### src/rtl/beat_sequencer.sv
// -----------------------------------------------------------------------------
// beat_sequencer
//   Beat (W-phase) timing generator for the hardwired controller. It produces
//   a one-hot beat vector W_clk and runs machine cycles of 1, 2 or 3 beats. The
//   controller shortens (SHORT), lengthens (LONG) or ends (STOP) the cycles.
//   A rising edge on the panel start level QD starts a run. A STOP request
//   halts the run at the end of the current machine cycle.
//
// Optional feature (macro SINGLE_STEP_EN):
//   This macro adds the STEP_MODE input. When STEP_MODE is high at the end of a
//   machine cycle, the sequencer returns to idle. Each QD edge then runs exactly
//   one machine cycle. The level is only looked at on the end-of-cycle beat, so
//   a mid-cycle change takes effect at the next end of cycle.
//
// Ports:
//   T_clk_3   in   system clock, rising edge
//   CLR       in   asynchronous active-high reset
//   QD        in   start level, synchronous to T_clk_3
//   SHORT     in   current machine cycle ends after W1
//   LONG      in   current machine cycle extends to W3 (looked at in W2 only)
//   STOP      in   halt at the end of the current machine cycle
//   STEP_MODE in   (SINGLE_STEP_EN only) one machine cycle per QD edge
//   W_clk     out  one-hot beat: W1=001, W2=010, W3=100, idle=000
//   RUNNING   out  high in any beat state
//   CYC_DONE  out  one-clock pulse after each completed machine cycle
//   CYC_CNT   out  completed machine cycles since reset (wraps)
//
// Handshake: there is no valid/ready pair. W_clk is the beat strobe.
// CYC_DONE is valid for exactly one clock, in the clock after the
// end-of-cycle beat.
// -----------------------------------------------------------------------------
module beat_sequencer #(
   parameter int CNT_W = 16
) (
   input  logic             T_clk_3,
   input  logic             CLR,
   input  logic             QD,
   input  logic             SHORT,
   input  logic             LONG,
   input  logic             STOP,
`ifdef SINGLE_STEP_EN
   input  logic             STEP_MODE,
`endif
   output logic [2:0]       W_clk,
   output logic             RUNNING,
   output logic             CYC_DONE,
   output logic [CNT_W-1:0] CYC_CNT
);

   // The state encoding is the beat vector itself. W_clk therefore comes
   // straight from flops and is observable state for checkers.
   typedef enum logic [2:0] {
      IDLE = 3'b000,
      W1   = 3'b001,
      W2   = 3'b010,
      W3   = 3'b100
   } state_t;

   state_t state, state_nxt;
   logic   qd_q;
   logic   stop_lat, stop_lat_nxt;
   logic   start;
   logic   eoc;
   logic   halt;

   assign start = QD & ~qd_q;

`ifdef SINGLE_STEP_EN
   assign halt = stop_lat | STOP | STEP_MODE;
`else
   assign halt = stop_lat | STOP;
`endif

   always_comb begin
      state_nxt    = state;
      stop_lat_nxt = stop_lat;
      eoc          = 1'b0;
      case (state)
         IDLE: begin
            stop_lat_nxt = 1'b0;
            if (start) state_nxt = W1;
         end
         W1: begin
            if (SHORT) eoc = 1'b1;
            else       state_nxt = W2;
         end
         W2: begin
            if (LONG) state_nxt = W3;
            else      eoc = 1'b1;
         end
         W3:      eoc = 1'b1;
         default: state_nxt = IDLE;
      endcase
      // A STOP seen on any beat is remembered until the cycle ends. The STOP
      // on the end-of-cycle beat itself acts directly through halt.
      if (state != IDLE) begin
         if (eoc) begin
            stop_lat_nxt = 1'b0;
            state_nxt    = halt ? IDLE : W1;
         end else if (STOP) begin
            stop_lat_nxt = 1'b1;
         end
      end
   end

   always_ff @(posedge T_clk_3 or posedge CLR) begin
      if (CLR) begin
         state    <= IDLE;
         qd_q     <= 1'b1;   // QD held high through reset must not start a run
         stop_lat <= 1'b0;
         CYC_DONE <= 1'b0;
         CYC_CNT  <= '0;
      end else begin
         state    <= state_nxt;
         qd_q     <= QD;
         stop_lat <= stop_lat_nxt;
         CYC_DONE <= eoc;
         if (eoc) CYC_CNT <= CYC_CNT + CNT_W'(1);
      end
   end

   assign W_clk   = state;
   assign RUNNING = |state;

endmodule

### config.mk
export PLATFORM = sky130hd
export DESIGN_NAME = beat_sequencer
export DESIGN_NICKNAME = d
export VERILOG_FILES = /design/src/rtl/beat_sequencer.sv
export SDC_FILE = /design/constraint.sdc
export NUM_CORES = 1
export LEC_CHECK = 0
export ABC_AREA = 0
export BUFFER_PORTS_ARGS = -buffer_cell sky130_fd_sc_hd__buf_2
export CAP_MARGIN = 15
export CORE_AREA = 2 2 51 53
export CTS_CLUSTER_SIZE = 24
export DETAILED_ROUTE_END_ITERATION = 6
export DIE_AREA = 0 0 53 55
export GPL_ROUTABILITY_DRIVEN = 0
export PLACE_DENSITY_LB_ADDON = 0.3
export SLEW_MARGIN = 30
export SYNTH_ARGS = -nofsm -noshare
export SYNTH_HDL_FRONTEND = slang
export SYNTH_SLANG_ARGS = --single-unit
### constraint.sdc
create_clock -name T_clk_3 -period 1.8 [get_ports T_clk_3]
set_input_delay 0.18 -clock T_clk_3 [delete_from_list [all_inputs] [get_ports T_clk_3]]
set_output_delay 0.18 -clock T_clk_3 [all_outputs]
set_load 0.01 [all_outputs]
## Word-level counts from Yosys, hierarchy flattened

Cells that the tools add are included.

| cells by class | value |
|---|---|
| $add $sub $neg | 1 |
| equal/unequal tests | 3 |
| mux-type cells | 14 |
| bitwise logic cells | 3 |
| reductions and logical operators | 3 |

Operators with widths:

| operator | count |
|---|---|
| $add A16 B1 Y16 const B | 1 |
| $mux W3 | 5 |
| $pmux W3 S4 | 1 |
| $mux W1 | 7 |
| $eq A3 B1 Y1 const B | 1 |
| $eq A3 B2 Y1 const B | 1 |
| $eq A3 B3 Y1 const B | 1 |
| $logic_not A3 Y1 | 1 |
| $pmux W1 S3 | 1 |
| $reduce_bool A3 Y1 | 1 |
| $reduce_or A3 Y1 | 1 |
| $and A1 B1 Y1 | 1 |
| $not A1 Y1 | 1 |
| $or A1 B1 Y1 | 1 |

| storage, ports and cells | value |
|---|---|
| register bits | 22 |
| input port bits | 6 |
| output and inout port bits | 21 |
| word-level logic and storage cells | 29 |

## Depth between registers and ports, before layout

Gate-level depths: netlist of run 1.

| logic depth | value |
|---|---|
| word-level depth | 6 |
| mapped depth | 6 |

## Worst setup path before layout of run 1

Ideal clock, no wire load.

| timing | value |
|---|---|
| kind | reg-to-reg |
| start | register state[0] (netlist: W_clk[0]) |
| end | register state[0] (netlist: W_clk[0]) |
| library setup time | 0.095 ns |
| data arrival time | 1.674 ns |
| required time | 1.705 ns |
| path slack | 0.031 ns |
| cell stages (with the launch flop) | 7 |
| path buffers | 1 |
| period minus slack after synthesis | 1.769 ns |
| path through | dfrtp_1 buf_2 nor4bb_4 nor3_4 inv_2 or4_1 o31ai_1 |

| on the way | value |
|---|---|
| longest elaborated chain between the ends | 4 |
| elaborated cells on any way between the ends | 12 |

Ends and longest elaborated chain:

| what | RTL line | source |
|---|---|---|
| start, declared | 59 | `state_t state, state_nxt;` |
| start signal, assigned | 114 | `state <= state_nxt;` |
| $eq A3 B3 Y1, or another cell as far along | 78 | `case (state)` |
| $pmux W1 S3 * | 78 |  |
| net eoc | 63 | `logic eoc;` |
| $mux W3 * | 97 | `if (eoc) begin` |
| $mux W3 * | 96 | `if (state != IDLE) begin` |
| net state_nxt[0] | 59 |  |

Mark *: on every way through the listed nets, which the timed path passes. The rest lies on a longest branch.
A chain may end at the register's enable or synchronous reset.

## Final worst setup path of run 1

| timing | value |
|---|---|
| start | register state[1] (netlist: W_clk[1]) |
| end | register state[0] (netlist: W_clk[0]) |

The elaborated chain is that of the path after synthesis.

==> results of run 1 <==
## cells in the mapped netlist, types with 2 or more instances
cell type  number  area share [%]
and3_1          2             1.2
nor3_1          6             2.9
nand4_1         2             1.2
xnor2_1         7             5.8
nor2_1          2            0.71
nand3_1         3             1.4
o22ai_1         2             1.2
a21oi_1         2            0.95
inv_1           6             2.1
nor4_2          2             2.4
xor2_1          8             6.7
nand2_1         8             2.9
dfrtp_1        21              50
## layout make-up
type,count,area (µm²)
clock buffers,4,36.3
fillers,233,1050
inverters,7,26.3
multi-input cells,59,477
flip-flops and latches,22,552
well taps,30,37.5
repair buffers,33,188
## power groups by stage
| stage | clock [mW] | sequential, mW | combinational (mW) |
|---|---|---|---|
| floorplan | 0 | 0.719 | 0.260 |
| global placement | 0 | 0.697 | 0.466 |
| detailed placement | 0 | 0.699 | 0.472 |
| CTS | 0.285 | 0.689 | 0.477 |
| global route | 0.305 | 0.708 | 0.525 |
| finish | 0.274 | 0.689 | 0.473 |
## worst reg2reg max path, stage by stage (launching register included)
cell     delay (ps)
dfrtp_1         470
nor4b_4         180
nor3_4          360
inv_2            60
or4_1           470
o31ai_1          80
## sequential cells by signal, summed over array words and instances, names as in the netlist
| register | cells |
|---|---|
| W_clk | 3 |
| qd_q | 1 |
| CYC_CNT | 16 |
| stop_lat | 1 |
| CYC_DONE | 1 |
## cells by family after synthesis
logic type | count (synthesis) | synth area share (%)
flops | 22 | 52.4
simple gates | 36 | 26.0
fa+ha+maj | 1 | 1.19
xor+xnor | 15 | 12.5
compound gates | 7 | 4.88
buf+inv | 8 | 2.97
## metal layers
layer / global-route usage (%) / up-vias
li1: - / 388
met1: 22.1 / 375
met2: 28.1 / 18
met3: 3.23 / 4
met4: 6.41 / 0
met5: 0 / -
## what timing repair did
| action | in CTS | in global routing |
|---|---|---|
| hold buffers | 2 | 0 |
| endpoints found under the hold margin | 22 | 0 |
| resized for setup | 0 | 1 |
| endpoints found under the setup margin | 0 | 3 |
## through the flow
| stage | hold slack (ps) | utilization (%) |
|---|---|---|
| floorplan | 168 | - |
| global route | 42.3 | 55.7 |
| finish | 53.1 | 55.7 |
| CTS | 41.6 | 55.3 |
| global placement | 228 | 53.0 |
| detailed placement | 234 | 53.0 |
## final timing paths
check | start | to | slack [ps]
setup / recovery | W_clk[1]$_DFF_PP0_ | W_clk[0]$_DFF_PP0_ | 110
hold / removal | STOP | W_clk[0]$_DFF_PP0_ | 50
setup reg to reg | W_clk[1]$_DFF_PP0_ | W_clk[0]$_DFF_PP0_ | 110
hold reg to reg | stop_lat$_DFF_PP0_ | W_clk[0]$_DFF_PP0_ | 470
max in group asynchronous | CLR | qd_q$_DFF_PP1_ | 1080
min in group asynchronous | CLR | CYC_CNT[8]$_DFFE_PP0P_ | 430
==> run summary, run 1 <==
Post-Route M1 WL: 963 µm
routed length on met3: 87 µm
Site Rows: 18
Int Power: 936 µW
die area: 2920 µm²
Detail Route Antenna Nets: 0
# port buffers: 26
largest net degree at the start of global routing: 23
Final Setup Violations: 0
Post-Syn Area: 1050 µm²
CP Launch Type: register
Setup Skew: 4.86 ps
Seq/Total Area, Yosys: 52.4%
fin area: 1320 µm²
layout cell share with drive strength beyond 1: 36.8%
H-tree depth: 1
Nets: 133
Tot GR Track Use: 16.9%
initial antenna violation count: 0
slowest cell delay on critical path: 470 ps
Die Y: 55 µm
RSZ-0062 raised after global routing: false
Reg2Reg Depth: 5
Mapped Avg Cell Area: 11.8 µm²
IO Count: 27
core area: 2360 µm²
DRT iter0 DRCs: 7
required time worst endpoint: 2020 ps
max-slew violations: 0
Syn-to-layout area delta: 25.1%
first-pass GRT wire length: 3.55 mm
Arrival @ worst endpoint: 1910 ps
Worst IR Drop VDD: 0.873 mV
# diodes: 0
vias in the first global route: 793
Final min period: 1690 ps
Post-synth EDFFs: 0
Crit-path slowest cell: dfrtp_1
die extent in x: 53 µm
Inst Count DP: 149
Setup CP Type: reg2reg
PD cells: 1090 nW/µm²
drt via density: 5.06
setup TNS: 0 ps
synthesized flop and latch total: 22
FMAX: 592 MHz
Post-Route WL: 2.06 mm
Static Leak: 0.664 nW
Clock Sinks: 22
worst-margin pin slew: 556 ps
Initial Util: 44.5%
ys async rst share: 100%
Rel. slew slack: 62.7%
routed vias: 785
Root Buffer: clkbuf_4
final worst slack: 110 ps
post-placement cell area: 1250 µm²
wire length per cell: 13.3 µm
Final Power: 1.44 mW
part of the cycle the worst path needs: 93.9%
total CTS buffers: 3
Clk pwr share: 19.1%
Synth cell types: 31
Sw Share: 34.9%
status: completed
Buffers & Inverters on Critical Path: 1
Seq pwr share: 48.0%
final number of hold-violating endpoints: 0
CP Depth: 5
clock buffer depth: 2
met2 routed WL: 985 µm
Hold Crit Class: in2reg
CP delay by family, top: simple AND/OR/NAND/NOR gates
postcts setup bufs: 0
pre-CTS setup slack: 104 ps
Sw Pwr: 501 µW
most frequent cells in the layout: 26 x buf_2, 21 x dfrtp_1, 8 x nand2_1, 8 x xor2_1, 7 x xnor2_1
First-pass DRT Iterations: 3
combinational share of power: 32.9%
hold path depth: 2
GRT overflow: 0
max-cap violation count: 0
Final Instance Count excl. Fillers: 155
critical-path cell list: nor4b_4 -> nor3_4 -> inv_2 -> or4_1 -> o31ai_1
Setup crit end kind: register
Clock Pin Slew Worst Setup and Hold Paths: 120 ps
Synth Instances: 89
top layer used by detailed routing: met4
syn nets: 96
DRC: 0
latest clock arrival within the worst-skew pair: 310 ps
most common cell after layout, fill and taps aside: buf_2
Primary FF master, synth: dfrtp_1
CTS tree: built
number of synthesis warnings: 0
worst-path maximum fanout: 6
Post-DP HPWL: 1.52 mm
Power figures use the tool's default switching activity.
==> run 2: changes to the inputs <==
CAP_MARGIN = default   (was 15)
CORE_AREA = 2 2 50 52   (was 2 2 51 53)
CTS_BUF_LIST = sky130_fd_sc_hd__clkbuf_8   (was default)
DIE_AREA = 0 0 52 54   (was 0 0 53 55)
GPL_TIMING_DRIVEN = 0   (was default)
==> run 2 against run 1 <==
Non-clock buffer count up 3. Critical path depth up 2. Clock-buffer cell count unchanged. Die area down 3.7%. Wire length up 0.24%. Hold slack worse by 29 ps. Clock power up 26%. Power up 10%. Critical endpoint unchanged. Clock skew down 3.1 ps. Largest power group unchanged. Flip-flop and latch count unchanged. Critical path type unchanged. Highest routed layer unchanged. Setup slack worse by 57 ps. Cell count up 1.9%.
==> run summary, run 2 (synthesis results as in run 1) <==
setup TNS: 0 ps (unchanged)
IO Count: 27 (unchanged)
Root Buffer: clkbuf_8 (was clkbuf_4)
Setup Skew: 1.73 ps (was 4.86 ps)
Hold WS: 23.8 ps (was 53.1 ps)
Die Y: 54 µm (was 55 µm)
Final Power: 1.58 mW (was 1.44 mW)
fin area: 1390 µm² (was 1320 µm²)
GRT overflow: 0 (unchanged)
Rel. slew slack: 45.8% (was 62.7%)
die area: 2810 µm² (was 2920 µm²)
Clock Pin Slew Worst Setup and Hold Paths: 80 ps (was 120 ps)
Site Rows: 18 (unchanged)
# hold bufs at CTS: 0 (was 2)
worst-path maximum fanout: 10 (was 6)
DRT iter0 DRCs: 7 (unchanged)
Detail Route Antenna Nets: 0 (unchanged)
most common cell after layout, fill and taps aside: buf_2 (unchanged)
latest clock arrival within the worst-skew pair: 250 ps (was 310 ps)
wire length per cell: 13.1 µm (was 13.3 µm)
Crit-path slowest cell: or4_1 (was dfrtp_1)
Tot GR Track Use: 16.2% (was 16.9%)
Post-DP HPWL: 1.47 mm (was 1.52 mm)
worst-margin pin slew: 812 ps (was 556 ps)
Setup CP Type: reg2reg (unchanged)
max-slew violations: 0 (unchanged)
part of the cycle the worst path needs: 97.1% (was 93.9%)
final number of hold-violating endpoints: 0 (unchanged)
H-tree depth: 1 (unchanged)
largest net degree at the start of global routing: 23 (unchanged)
Nets: 136 (was 133)
status: completed (unchanged)
drt via density: 5.17 (was 5.06)
total CTS buffers: 3 (unchanged)
PD cells: 1140 nW/µm² (was 1090 nW/µm²)
Syn-to-layout area delta: 32.0% (was 25.1%)
most frequent cells in the layout: 26 x buf_2, 19 x dfrtp_1, 8 x nand2_1, 8 x xor2_1, 8 x buf_4 (was 26 x buf_2, 21 x dfrtp_1, 8 x nand2_1, 8 x xor2_1, 7 x xnor2_1)
Final min period: 1750 ps (was 1690 ps)
initial antenna violation count: 0 (unchanged)
DRC: 0 (unchanged)
Initial Util: 45.4% (was 44.5%)
Post-Route WL: 2.06 mm (about the same)
required time worst endpoint: 1970 ps (was 2020 ps)
clock buffer depth: 2 (unchanged)
Worst IR Drop VDD: 0.770 mV (was 0.873 mV)
routed vias: 817 (was 785)
First-pass DRT Iterations: 3 (unchanged)
Hold Crit Class: in2reg (unchanged)
first-pass GRT wire length: 3.34 mm (was 3.55 mm)
Fillers: 192 (was 233)
CP Launch Type: register (unchanged)
Final Setup Violations: 0 (unchanged)
Reg with most FFs: CYC_CNT (unchanged)
Setup crit end kind: register (unchanged)
Arrival @ worst endpoint: 1910 ps (about the same)
Clock Sinks: 22 (unchanged)
max reg flops: 16 (unchanged)
RSZ-0062 raised after global routing: true (was false)
Final Util: 59.9% (was 55.7%)
slowest cell delay on critical path: 470 ps (about the same)
die extent in x: 52 µm (was 53 µm)
Static Leak: 0.715 nW (was 0.664 nW)
post-placement cell area: 1220 µm² (was 1250 µm²)
max-cap violation count: 0 (unchanged)
Buffers & Inverters on Critical Path: 3 (was 1)
vias in the first global route: 764 (was 793)
# diodes: 0 (unchanged)
layout cell share with drive strength beyond 1: 41.4% (was 36.8%)
FMAX: 572 MHz (was 592 MHz)
CP delay by family, top: simple AND/OR/NAND/NOR gates (unchanged)
# port buffers: 26 (unchanged)
critical-path cell list: buf_6 -> nor4bb_4 -> buf_4 -> nor3_4 -> inv_2 -> or4_1 -> o31ai_1 (was nor4b_4 -> nor3_4 -> inv_2 -> or4_1 -> o31ai_1)
core area: 2320 µm² (was 2360 µm²)
CTS tree: built (unchanged)
## run 2: cell count changes in the layout (fill, tap and decap cells not counted), sizes merged
cell         change
buf              +4
clkbuf           +1
dlygate4sd3      -2
## run 2: worst register-to-register path: stages (launching register included)
cell and delay, ps:
dfrtp_1 390, buf_6 150, nor4bb_4 150, buf_4 160, nor3_4 170, inv_2 90, or4_1 470, o31ai_1 80
## run 2: routing by layer
layer	routed length [µm]	up-vias	GRT usage (%)	share of wire, %
met5	0	-	0	0
met4	10	0	5.26	0.48
met3	76	2	2.50	3.7
met2	1090	16	28.7	53
met1	890	409	20.1	43
li1	-	390	-	-
## run 2: path summary, 6_finish.rpt
check / start / endpoint / slack, ps / cells past startpoint
max: W_clk[0]$_DFF_PP0_ / W_clk[0]$_DFF_PP0_ / 50 / 7
min: QD / qd_q$_DFF_PP1_ / 20 / 1
max reg2reg: W_clk[0]$_DFF_PP0_ / W_clk[0]$_DFF_PP0_ / 50 / 7
min reg2reg: CYC_CNT[15]$_DFFE_PP0P_ / CYC_CNT[15]$_DFFE_PP0P_ / 460 / 1
max in group asynchronous: CLR / W_clk[2]$_DFF_PP0_ / 1180 / 2
min in group asynchronous: CLR / CYC_CNT[6]$_DFFE_PP0P_ / 70 / 2
## run 2: final cells by class
class                   count  area, µm²  share of cell area, %
flip-flops and latches     22        554                   39.9
inverters                   7       26.3                   1.89
well taps                  30       37.5                   2.70
repair buffers             35        195                   14.1
plain buffers               1       11.3                  0.811
clock buffers               4       55.1                   3.96
multi-input cells          59        509                   36.7
## run 2: metrics by stage
stage / setup WS, ps / cells
after floorplan: 30.5 / 89
after global placement: -68.6 / 145
after detailed placement: -82.1 / 145
after CTS: 0.820 / 151
after global routing: -40.6 / 158
final: 52.9 / 158
## run 2: what timing repair did
item                       4_1_cts  5_1_grt
resized for setup                0       10
hold endpoints to repair         0        0
setup buffers                    2        7
pin swaps                        2        2
setup endpoints to repair        6       11
## run 2: power breakdown
group / leakage [nW] / total (mW) / switching, mW / internal [mW]
Sequential: 0.275 / 0.691 / 0.108 / 0.583
Clock: 0.0288 / 0.345 / 0.151 / 0.194
Combinational: 0.411 / 0.548 / 0.278 / 0.269
Total: 0.715 / 1.58 / 0.537 / 1.05
==> run 3: changes to the inputs <==
RECOVER_POWER = 100   (was default)
==> run 3 against run 2 <==
Clock-buffer cell count stayed put. Wire length hardly changed. Die area stayed put. Critical path depth stayed put. Register-to-register slack hardly changed. Cell count stayed put. Clock skew hardly changed. Core utilization is 0.11 points lower. Final area is 0.18% lower. Critical path type unchanged. Largest cell class unchanged.
==> run summary, run 3 (synthesis results as in run 1) <==
die extent in x: 52 µm (unchanged)
most common cell after layout, fill and taps aside: buf_2 (unchanged)
First-pass DRT Iterations: 3 (unchanged)
most frequent cells in the layout: 24 x buf_2, 19 x dfrtp_1, 8 x nand2_1, 8 x xor2_1, 8 x buf_4 (was 26 x buf_2, 19 x dfrtp_1, 8 x nand2_1, 8 x xor2_1, 8 x buf_4)
Buffers & Inverters on Critical Path: 3 (unchanged)
Die Y: 54 µm (unchanged)
Root Buffer: clkbuf_8 (unchanged)
max reg flops: 16 (unchanged)
clock buffer depth: 2 (unchanged)
largest net degree at the start of global routing: 23 (unchanged)
Final Setup Violations: 0 (unchanged)
# diodes: 0 (unchanged)
Final Instance Count excl. Fillers: 158 (unchanged)
Initial Util: 45.4% (unchanged)
# hold bufs at CTS: 0 (unchanged)
drt via density: 5.17 (unchanged)
Inst Count DP: 145 (unchanged)
Setup crit end: W_clk[0]$_DFF_PP0_ (unchanged)
final number of hold-violating endpoints: 0 (unchanged)
worst-margin pin slew: 811 ps (was 812 ps)
fin area: 1390 µm² (about the same)
Reg-to-Reg Start: W_clk[0]$_DFF_PP0_ (unchanged)
post-placement cell area: 1220 µm² (unchanged)
initial antenna violation count: 0 (unchanged)
CP delay by family, top: simple AND/OR/NAND/NOR gates (unchanged)
routed vias: 817 (unchanged)
GRT overflow: 0 (unchanged)
Worst Setup SP: W_clk[0]$_DFF_PP0_ (unchanged)
RSZ-0062 raised after global routing: true (unchanged)
worst-path maximum fanout: 10 (unchanged)
Setup Skew: 1.86 ps (was 1.73 ps)
CTS tree: built (unchanged)
Clock Pin Slew Worst Setup and Hold Paths: 80 ps (about the same)
Worst R2R End: W_clk[0]$_DFF_PP0_ (unchanged)
CP Launch Type: register (unchanged)
max-slew violations: 0 (unchanged)
DRC: 0 (unchanged)
Final Power: 1.58 mW (about the same)
vias in the first global route: 764 (unchanged)
Arrival @ worst endpoint: 1910 ps (about the same)
Site Rows: 18 (unchanged)
part of the cycle the worst path needs: 97.1% (about the same)
wire length per cell: 13.1 µm (about the same)
Post-DP HPWL: 1.47 mm (unchanged)
Clock Sinks: 22 (unchanged)
Reg with most FFs: CYC_CNT (unchanged)
layout cell share with drive strength beyond 1: 39.8% (was 41.4%)
Setup CP Type: reg2reg (unchanged)
slowest cell delay on critical path: 470 ps (about the same)
first-pass GRT wire length: 3.34 mm (unchanged)
Syn-to-layout area delta: 31.7% (was 32.0%)
die area: 2810 µm² (unchanged)
H-tree depth: 1 (unchanged)
required time worst endpoint: 1970 ps (about the same)
Crit-path slowest cell: or4_1 (unchanged)
Worst IR Drop VDD: 0.770 mV (about the same)
FMAX: 572 MHz (about the same)
PD cells: 1140 nW/µm² (about the same)
Tot GR Track Use: 16.2% (unchanged)
Hold Crit Class: in2reg (unchanged)
IO Count: 27 (unchanged)
Reg2Reg Depth: 7 (unchanged)
status: completed (unchanged)
R2R setup slack: 50 ps (about the same)
max-cap violation count: 0 (unchanged)
Static Leak: 0.707 nW (was 0.715 nW)
CP Depth: 7 (unchanged)
Rel. slew slack: 45.9% (was 45.8%)
Final min period: 1750 ps (about the same)
Detail Route Antenna Nets: 0 (unchanged)
core area: 2320 µm² (unchanged)
latest clock arrival within the worst-skew pair: 250 ps (about the same)
total CTS buffers: 3 (unchanged)
critical-path cell list: buf_6 -> nor4bb_4 -> buf_4 -> nor3_4 -> inv_2 -> or4_1 -> o31ai_1 (unchanged)
Nets: 136 (unchanged)
DRT iter0 DRCs: 7 (unchanged)
Setup crit end kind: register (unchanged)
# port buffers: 26 (unchanged)
Post-Route WL: 2.06 mm (about the same)
run 3: layout make-up:
class | count | area [µm²]
clock buffer | 4 | 55.1
multi-input combinational | 59 | 509
timing repair buffer | 35 | 193
sequential | 22 | 554
tap | 30 | 37.5
inverter | 7 | 26.3
fill | 194 | 933
buffer | 1 | 11.3
run 3: where the power goes:
part | switching (mW) | internal (mW) | leakage (nW)
logic | 0.278 | 0.267 | 0.403
registers | 0.108 | 0.583 | 0.275
clock network | 0.150 | 0.194 | 0.0288
run 3: metrics by stage:
step	TNS [ps]	worst slack, ps	hold slack (ps)	utilization, %
floorplan	0	30.5	168	-
global placement	-92.0	-68.6	294	52.6
detailed placement	-82.1	-82.1	297	52.6
CTS	0	0.820	20.7	55.6
global route	-40.6	-40.6	8.92	59.8
finish	0	53.0	23.8	59.8
run 3: worst register-to-register path, cell delays in order (launching register included):
cell and delay (ps):
dfrtp_1 390, buf_6 150, nor4bb_4 150, buf_4 160, nor3_4 170, inv_2 90, or4_1 470, o31ai_1 80
run 3: metal layers:
layer  track usage [%]  up-vias  part of all wire (%)  routed length, µm
met2              28.7       16                    53               1090
met5                 0        -                     0                  0
met4              5.26        0                  0.48                 10
met3              2.50        2                   3.7                 76
met1              20.1      409                    43                891
li1                  -      390                     -                  -
run 3: timing repair:
item,4_1_cts,5_1_grt
setup endpoints to repair,6,11
resized for setup,0,10
gates cloned,0,0
pin swaps,2,2
buffers inserted,2,7
run 3: worst min-delay path by stage:
stage	startpoint	end	slack (ps)	cells past startpoint
floorplan	CLR	CYC_CNT[0]$_DFFE_PP0P_	170	1
global placement	QD	qd_q$_DFF_PP1_	290	1
detailed placement	QD	qd_q$_DFF_PP1_	300	1
CTS	QD	qd_q$_DFF_PP1_	20	1
global route	QD	qd_q$_DFF_PP1_	9	1
finish	QD	qd_q$_DFF_PP1_	20	1
